`src/rtl/beat_detector.sv`:
```
// Pulse-sensor beat detector: decaying peak tracker, adaptive threshold with
// hysteresis, refractory window. Optional 4-tap moving average via FILTER_EN.
module beat_detector #(
  parameter int unsigned ADC_W           = 10,
  parameter int unsigned PEAK_INIT       = 683,
  parameter int unsigned DECAY_SHIFT     = 6,
  parameter int unsigned THRESH_MIN      = 128,
  parameter int unsigned HYST            = 16,
  parameter int unsigned REFRACT_SAMPLES = 50
) (
  input  logic             clk,
  input  logic             rst,
  input  logic             sample_en,
  input  logic [ADC_W-1:0] adc_measure,
  output logic             beat,
  output logic [1:0]       state,
  output logic [ADC_W-1:0] threshold,
  output logic [ADC_W-1:0] peak
);

  localparam int unsigned CNT_W = 8;
  localparam int unsigned SUM_W = ADC_W + 2;
  localparam logic [ADC_W-1:0] PEAK_RST = ADC_W'(PEAK_INIT);
  localparam logic [ADC_W-1:0] TMIN     = ADC_W'(THRESH_MIN);
  localparam logic [ADC_W-1:0] HYST_V   = ADC_W'(HYST);
  localparam logic [CNT_W-1:0] REFRACT_V = CNT_W'(REFRACT_SAMPLES);

  // Threshold sits at 3/4 of the peak, clamped from below.
  function automatic logic [ADC_W-1:0] thr_of(input logic [ADC_W-1:0] p);
    logic [ADC_W-1:0] d;
    d = p - (p >> 2);
    return (d < TMIN) ? TMIN : d;
  endfunction

  localparam logic [ADC_W-1:0] THR_RST = thr_of(PEAK_RST);

  typedef enum logic [1:0] {
    S_IDLE    = 2'b00,
    S_RISE    = 2'b01,
    S_REFRACT = 2'b10,
    S_BAD     = 2'b11
  } state_t;

  state_t           st;
  logic [CNT_W-1:0] cnt;
  logic [ADC_W-1:0] x_c;
  logic [ADC_W-1:0] peak_dec_c;
  logic [ADC_W-1:0] peak_raw_c;
  logic [ADC_W-1:0] peak_nx_c;
  logic [ADC_W-1:0] lo_c;

`ifdef FILTER_EN
  // Detector sees the mean of the current sample and the three held ones.
  logic [ADC_W-1:0] tap0, tap1, tap2;
  logic [SUM_W-1:0] sum_c;

  assign sum_c = SUM_W'(adc_measure) + SUM_W'(tap0) + SUM_W'(tap1) + SUM_W'(tap2);
  assign x_c   = ADC_W'(sum_c >> 2);

  always_ff @(posedge clk or negedge rst) begin
    if (!rst) begin
      tap0 <= '0;
      tap1 <= '0;
      tap2 <= '0;
    end else if (sample_en) begin
      tap0 <= adc_measure;
      tap1 <= tap0;
      tap2 <= tap1;
    end
  end
`else
  assign x_c = adc_measure;
`endif

  assign peak_dec_c = peak - (peak >> DECAY_SHIFT);
  assign peak_raw_c = (x_c > peak) ? x_c : peak_dec_c;
  assign peak_nx_c  = (peak_raw_c < TMIN) ? TMIN : peak_raw_c;
  assign lo_c       = (threshold > HYST_V) ? (threshold - HYST_V) : '0;
  assign state      = st;

  // Tracker and FSM; comparisons use the threshold held before this sample.
  always_ff @(posedge clk or negedge rst) begin
    if (!rst) begin
      st        <= S_IDLE;
      beat      <= 1'b0;
      cnt       <= '0;
      peak      <= PEAK_RST;
      threshold <= THR_RST;
    end else begin
      beat <= 1'b0;
      if (sample_en) begin
        peak      <= peak_nx_c;
        threshold <= thr_of(peak_nx_c);
      end
      if (st == S_BAD) begin
        st  <= S_IDLE;
        cnt <= '0;
      end else if (sample_en) begin
        case (st)
          S_IDLE: begin
            if (x_c >= threshold) begin
              st   <= S_RISE;
              beat <= 1'b1;
            end
          end
          S_RISE: begin
            if (x_c < lo_c) begin
              st  <= S_REFRACT;
              cnt <= REFRACT_V;
            end
          end
          S_REFRACT: begin
            // Last refractory sample returns to IDLE without a beat check.
            if (cnt <= CNT_W'(1)) begin
              st  <= S_IDLE;
              cnt <= '0;
            end else begin
              cnt <= cnt - CNT_W'(1);
            end
          end
          default: st <= S_IDLE;
        endcase
      end
    end
  end

endmodule

```
`config.mk`:
```
export PLATFORM = sky130hd
export DESIGN_NAME = beat_detector
export DESIGN_NICKNAME = d
export VERILOG_FILES = /design/src/rtl/beat_detector.sv
export SDC_FILE = /design/constraint.sdc
export NUM_CORES = 1
export LEC_CHECK = 0
export BUFFER_PORTS_ARGS = -buffer_cell sky130_fd_sc_hd__buf_2
export CORE_UTILIZATION = 40
export CTS_BUF_LIST = sky130_fd_sc_hd__clkbuf_2 sky130_fd_sc_hd__clkbuf_4 sky130_fd_sc_hd__clkbuf_8
export CTS_CLUSTER_SIZE = 8
export DETAILED_ROUTE_END_ITERATION = 12
export PLACE_DENSITY_LB_ADDON = 0.1
export SLEW_MARGIN = 5
export SYNTH_ARGS = -nofsm -noshare
export SYNTH_HDL_FRONTEND = slang
export SYNTH_SLANG_ARGS = --single-unit
export TNS_END_PERCENT = 10
```
`constraint.sdc`:
```
create_clock -name clk -period 8.28 [get_ports clk]
set_clock_uncertainty 0.2 [all_clocks]
set_input_delay 1.242 -clock clk [delete_from_list [all_inputs] [get_ports clk]]
set_output_delay 1.242 -clock clk [all_outputs]
set_load 0.005 [all_outputs]
```
==> reports/qor.csv, run 1 <==
stage;metric;value;unit
routing;met2_length;3520;um
yosys;yosys_most_used_dff;dfrtp_1;
critical_path;crit_arrival;6.07;ns
routing;m1WireLength;4630;um
sta;setup_violations;0;
routing;viasPerCell;5.69;
floorplan;io_pins;36;
sta;grt_setup_unrepaired;no;
critical_path;r2r_slack;2.56;ns
clocking;tritoncts;yes;
clocking;clock-sinks;31;
critical_path;crit_required;8.26;ns
critical_path;path_buf_inv;2;
grt;grt_usage;22.0;%
critical_path;crit_chain;buf_2, ha_1, nand4_1, a211oi_1, a2111o_1, nand2_1, or4_1, o21ai_2, or2_2, ha_1, inv_1, fa_1, a21oi_1, o2111ai_1, a21o_1, a21oi_1, a21boi_1, a2111oi_4, a311o_2;
routing;antenna_left;0;
floorplan;dieArea;0.00821;mm2
floorplan;initial_utilization;42.4;%
clocking;cts_made_buffers;5;
routing;first_pass_iters;4;
yosys;async_reset_ff_share;100;%
routing;wl_per_cell;16.7;um
yosys;synth.cell_area;0.00314;mm2
sta;slew_headroom;48.0;%
sta;drv_slew;0;
clocking;clockBufferDepth;2;
routing;highest_layer;met4;
grt;first_global_vias;2857;
placed_design;dp_hpwl;6630;um
floorplan;rows;31;
yosys;synth_top_area_cell;dfrtp_1;
yosys;yosys-top-cells-count;ha_1, inv_1, nor2_1;
grt;overflow;0;
floorplan;coreArea;0.00741;mm2
grt;grt_max_degree;32;
cells_and_area;nets;475;
sta;timing.setup.tns;0;ns
run;drv_cap;0;
routing;num_vias;2929;
yosys;synth_top_area_share;18.3;%
critical_path;cpLargestDelayFamily;compound AO/OA/AOI/OAI gates;
clocking;insertion_delay;0.30;ns
floorplan;die_w;90.6;um
placed_design;place_area;0.00340;mm2
yosys;synth_area_leaders;dfrtp_1, ha_1, dfstp_2, inv_1, nor2_1;
critical_path;slowest_stage;or4_1;
cells_and_area;n_fill_cell;783;
routing;met3WireLength;386;um
cells_and_area;drive_gt1_share;17.3;%
run_status;run_status;complete, no violations;
sta;hold_viol;0;
cells_and_area;area_growth;12.2;%
critical_path;critPathMaxStageDelay;0.49;ns
yosys;avgSynthCellArea;8.24;um2
critical_path;endpoint_kind;register;
floorplan;dieHeight;90.6;um
critical_path;path_class;primary input to register;
routing;drc_errors;0;
routing;finalWirelength;8590;um
clocking;cts-root-buf;clkbuf_8;
grt;antenna_found_initial;0;
sta;fin_crit_sh;73.5;%
yosys;synthDistinctLibCells;62;
placed_design;globalplace.congestion;0.863;
yosys;ys_seq_elements;31;
min_path;hold_path.class;register to register;
sta;fmax;164;MHz
cells_and_area;finalInstanceArea;0.00352;mm2
clocking;path_clk_slew;0.08;ns
clocking;htreeDepth;2;
sta;min_period;6.08;ns
placed_design;portBuffers;35;
sta;worst_slew_pin_slew;0.779;ns
yosys;ys_seq_area_share;25.0;%
cells_and_area;n_antenna_cell;0;
yosys;synth-edff-count;0;
critical_path;cp_max_fo;18;
clocking;cts_hold_buf;0;
critical_path;start_kind;primary input;
grt;grt_pass1_wl;14400;um
routing;dr.first_iter.drc_count;124;
clocking;post_cts_buffers;0;
yosys;yosysMostFrequentCell;ha_1;
clocking;cts-resized-gates;0;
yosys;syn_inst;381;
yosys;yosys_warnings;0;
yosys;syn_nets;441;
==> per-stage QoR <==
step	setup slack [ns]	hold slack (ns)	utilization, %	instances
finish	2.20	0.303	47.5	515
global route	1.91	0.333	47.5	515
CTS	2.28	0.303	47.5	515
detailed placement	1.97	0.291	45.9	507
global placement	2.03	0.295	45.9	507
floorplan	2.88	0.278	-	381
==> cells in the final DEF (no fill, tap or decap), types with 8 or more instances in the layout <==
cell      synthesis  final
nand2_1          29     29
a21o_1            9      9
o21ai_0          14     14
a211oi_1         15     15
nand3_1          12     12
a21oi_1          26     26
dfstp_2           8      8
or2_2             9      9
nor2_1           37     37
buf_2             1     35
ha_1             45     45
xnor2_1          10     10
nor3_1           11     11
dfrtp_1          23     23
inv_1            37     37
==> worst paths after layout <==
check | endpoint | cells after the start | startpoint
hold / removal | peak[0] | 2 | peak[0]
min in group asynchronous | peak[2] | 1 | rst
max in group asynchronous | state[1] | 1 | rst
hold reg to reg | peak[0] | 2 | peak[0]
setup reg to reg | threshold[7] | 18 | peak[7]
setup / recovery | threshold[7] | 19 | adc_measure[5]
==> sequential cells by signal (all words and copies together) (netlist names) <==
register / flops
peak: 10
beat: 1
threshold: 10
state: 2
cnt: 8
==> final cells by class <==
| type | count | area (um2) | area share (%) |
|---|---|---|---|
| Clock buffer | 6 | 82.6 | 2.35 |
| Timing Repair Buffer | 35 | 175 | 4.98 |
| Sequential cell | 31 | 786 | 22.3 |
| Inverter | 38 | 143 | 4.05 |
| Multi-Input combinational cell | 304 | 2180 | 61.8 |
| Tap cell | 99 | 124 | 3.52 |
| Clock inverter | 2 | 35.0 | 0.995 |
==> kinds of logic (layout without fill, tap and decap cells) <==
logic type	after synthesis	after routing	synth area share, %
adder cells (fa/ha/maj)	47	47	19.2
AO/OA/AOI/OAI	107	107	24.3
flip-flops	31	31	25.0
multiplexers	6	6	1.91
XOR/XNOR	12	12	3.35
buffers and inverters	46	81	5.66
AND/OR/NAND/NOR	132	132	20.5
==> tightest hold or removal path, cell delays in order (launching register included) <==
cell	delay (ns)
dfstp_2	0.39
nand2_1	0.05
o31ai_1	0.06
==> routing by layer <==
metal  global-route usage [%]  vias up
li1                         -     1457
met1                     32.4     1391
met2                     32.2       74
met3                     4.80        7
met4                     5.91        0
met5                        0        -
Power of run 1 is left out: the tool's default activity adds up to more than one toggle a clock period on the data nets, which glitch-free logic cannot reach.
==> run 2, diff against run 1 <==
--- a/config.mk
+++ b/config.mk
@@ -5,6 +5,7 @@
 export SDC_FILE = /design/constraint.sdc
 export NUM_CORES = 1
 export LEC_CHECK = 0
+export ABC_AREA = 1
 export BUFFER_PORTS_ARGS = -buffer_cell sky130_fd_sc_hd__buf_2
 export CORE_UTILIZATION = 40
 export CTS_BUF_LIST = sky130_fd_sc_hd__clkbuf_2 sky130_fd_sc_hd__clkbuf_4 sky130_fd_sc_hd__clkbuf_8
==> constraint.sdc (replaced) <==
create_clock -name clk -period 5.8 [get_ports clk]
set_clock_uncertainty 0.2 [all_clocks]
set_input_delay 0.87 -clock clk [delete_from_list [all_inputs] [get_ports clk]]
set_output_delay 0.87 -clock clk [all_outputs]
set_load 0.005 [all_outputs]
==> reports/qor.csv, run 2 <==
stage;metric;value;unit
critical_path;critPathMaxStageDelay;0.37;ns
clocking;cts-resized-gates;0;
critical_path;crit_arrival;4.20;ns
cells_and_area;top_regs;peak x10, threshold x10, cnt x8;
yosys;synth_mux_area_share;0;%
grt;antenna_found_initial;0;
floorplan;io_pins;36;
yosys;synth-edff-count;0;
critical_path;cp_num_cells;30;
yosys;yosys-top-cells-count;nand2_1, inv_1, ha_1;
sta;timing.setup.tns;0;ns
critical_path;reg2reg_from;peak[5];
yosys;synth-simple-area-share;37.9;%
routing;dr.first_iter.drc_count;149;
placed_design;globalplace.congestion;0.863;
routing;drc_errors;0;
critical_path;r2r_slack;1.64;ns
critical_path;crit_start;adc_measure[9];
run_status;run_status;complete, no violations;
sta;hold_viol;0;
clocking;tritoncts;yes;
cells_and_area;area_growth;11.3;%
cells_and_area;n_fill_cell;888;
placed_design;dp_hpwl;6980;um
yosys;synth_top_area_cell;nand2_1;
sta;slew_headroom;49.3;%
critical_path;path_class;primary input to register;
grt;grt_max_degree;32;
critical_path;cp_common_cell;nand2_1;
sta;setup_violations;0;
clocking;htreeDepth;2;
clocking;path_clk_slew;0.07;ns
run;drv_cap;0;
clocking;insertion_delay;0.29;ns
routing;first_pass_iters;5;
grt;grt_pass1_wl;14200;um
yosys;synth_xor_area_share;3.13;%
min_path;hold_path.class;register to register;
yosys;async_reset_ff_share;100;%
sta;hold-worst-slack;0.311;ns
yosys;synth_top_area_share;18.0;%
routing;viasPerCell;4.93;
cells_and_area;register_area;786;um2
floorplan;dieHeight;93.7;um
yosys;syn_inst;489;
critical_path;cpLargestDelayFamily;simple AND/OR/NAND/NOR gates;
floorplan;die_w;93.7;um
sta;fin_crit_sh;72.9;%
cells_and_area;multi_input_area;0.00226;mm2
critical_path;cp_max_fo;16;
sta;fmax;236;MHz
routing;num_vias;3109;
cells_and_area;n_antenna_cell;0;
sta;worst_slew_pin_slew;0.759;ns
clocking;post_cts_buffers;0;
clocking;cts_made_buffers;5;
clocking;clockBufferDepth;2;
yosys;synthDistinctLibCells;38;
yosys;synth.cell_area;0.00336;mm2
routing;finalWirelength;8700;um
critical_path;crit_required;5.77;ns
critical_path;r2r-end;threshold[6];
placed_design;portBuffers;35;
clocking;cts-root-buf;clkbuf_8;
floorplan;dieArea;0.00877;mm2
sta;min_period;4.23;ns
clocking;clock-sinks;31;
yosys;yosysMostFrequentCell;nand2_1;
clocking;cts_hold_buf;0;
yosys;synth_area_leaders;nand2_1, dfrtp_1, ha_1, inv_1, dfstp_2;
cells_and_area;layout_common_cells;nand2_1, inv_1, ha_1;
yosys;synth_top_family_by_area;simple AND/OR/NAND/NOR gates;
cells_and_area;nets;584;
routing;wl_per_cell;13.8;um
yosys;yosys_most_used_dff;dfrtp_1;
yosys;ys_seq_elements;31;
floorplan;initial_utilization;41.1;%
critical_path;path_buf_inv;8;
grt;grt_usage;20.9;%
yosys;ys_seq_area_share;23.4;%
sta;drv_slew;0;
critical_path;start_kind;primary input;
sta;grt_setup_unrepaired;no;
yosys;yosys_warnings;0;
critical_path;setup.worst_path.end;threshold[6];
critical_path;slowest_stage;fa_1;
yosys;synth_fa_ha_area_share;17.9;%
critical_path;r2r_cells;32;
cells_and_area;drive_gt1_share;17.9;%
cells_and_area;final_common_cell;nand2_1;
floorplan;coreArea;0.00818;mm2
floorplan;rows;33;
yosys;syn_nets;549;
critical_path;endpoint_kind;register;
grt;first_global_vias;2911;
routing;antenna_left;0;
yosys;synth_compound_area_share;8.12;%
grt;overflow;0;
yosys;avgSynthCellArea;6.87;um2
run 2: cell count changes after synthesis, moves of 10 or more:
cell / previous run / this run
inv_1: 37 / 67
nand2_1: 29 / 161
nand3_1: 12 / 24
nand3_2: 0 / 10
a211oi_1: 15 / 1
run 2: stage by stage:
| stage | std cells | instance area, um2 | setup WS [ns] | utilization (%) |
|---|---|---|---|---|
| after floorplan | 489 | 3360 | 1.79 | - |
| after global placement | 622 | 3620 | 1.35 | 44.3 |
| after detailed placement | 622 | 3620 | 1.27 | 44.3 |
| after CTS | 630 | 3740 | 1.55 | 45.8 |
| after global routing | 630 | 3740 | 1.24 | 45.8 |
| final | 630 | 3740 | 1.57 | 45.8 |
run 2: cell families (layout without fill, tap and decap cells):
family | after synthesis | in the layout
buf+inv | 79 | 115
flops | 31 | 31
xor+xnor | 12 | 12
fa+ha+maj | 47 | 47
simple gates | 272 | 272
compound gates | 48 | 48
run 2: worst min-delay path by stage:
stage	cells past startpoint	end	startpoint	slack (ns)
after floorplan	2	peak[0]	peak[0]	0.27
after detailed placement	2	peak[0]	peak[0]	0.31
after global routing	2	peak[0]	peak[0]	0.34
after CTS	2	peak[0]	peak[0]	0.32
final	2	peak[3]	peak[3]	0.31
after global placement	2	peak[3]	peak[3]	0.30
run 2: per-layer routing:
metal	vias up	part of all wire, %	GRT usage, %
met5	-	0	0
met4	0	1.5	5.13
met3	10	3.0	2.10
met2	54	46	35.2
met1	1419	49	28.8
li1	1626	-	-
run 2: tightest hold or removal path, delay by kind of cell (launching register included):
kind | cells | cell delay [ns]
flip-flops | 1 | 0.40
AND/OR/NAND/NOR | 2 | 0.12
run 2: area by class of cell:
cell class / instances / share of cell area, %
multi-input cells: 379 / 60.3
flip-flops and latches: 31 / 21.0
inverters: 72 / 7.36
repair buffers: 35 / 4.68
well taps: 105 / 3.51
clock buffers: 6 / 2.21
clock inverters: 2 / 0.936
Power of run 2 is left out for the same reason.
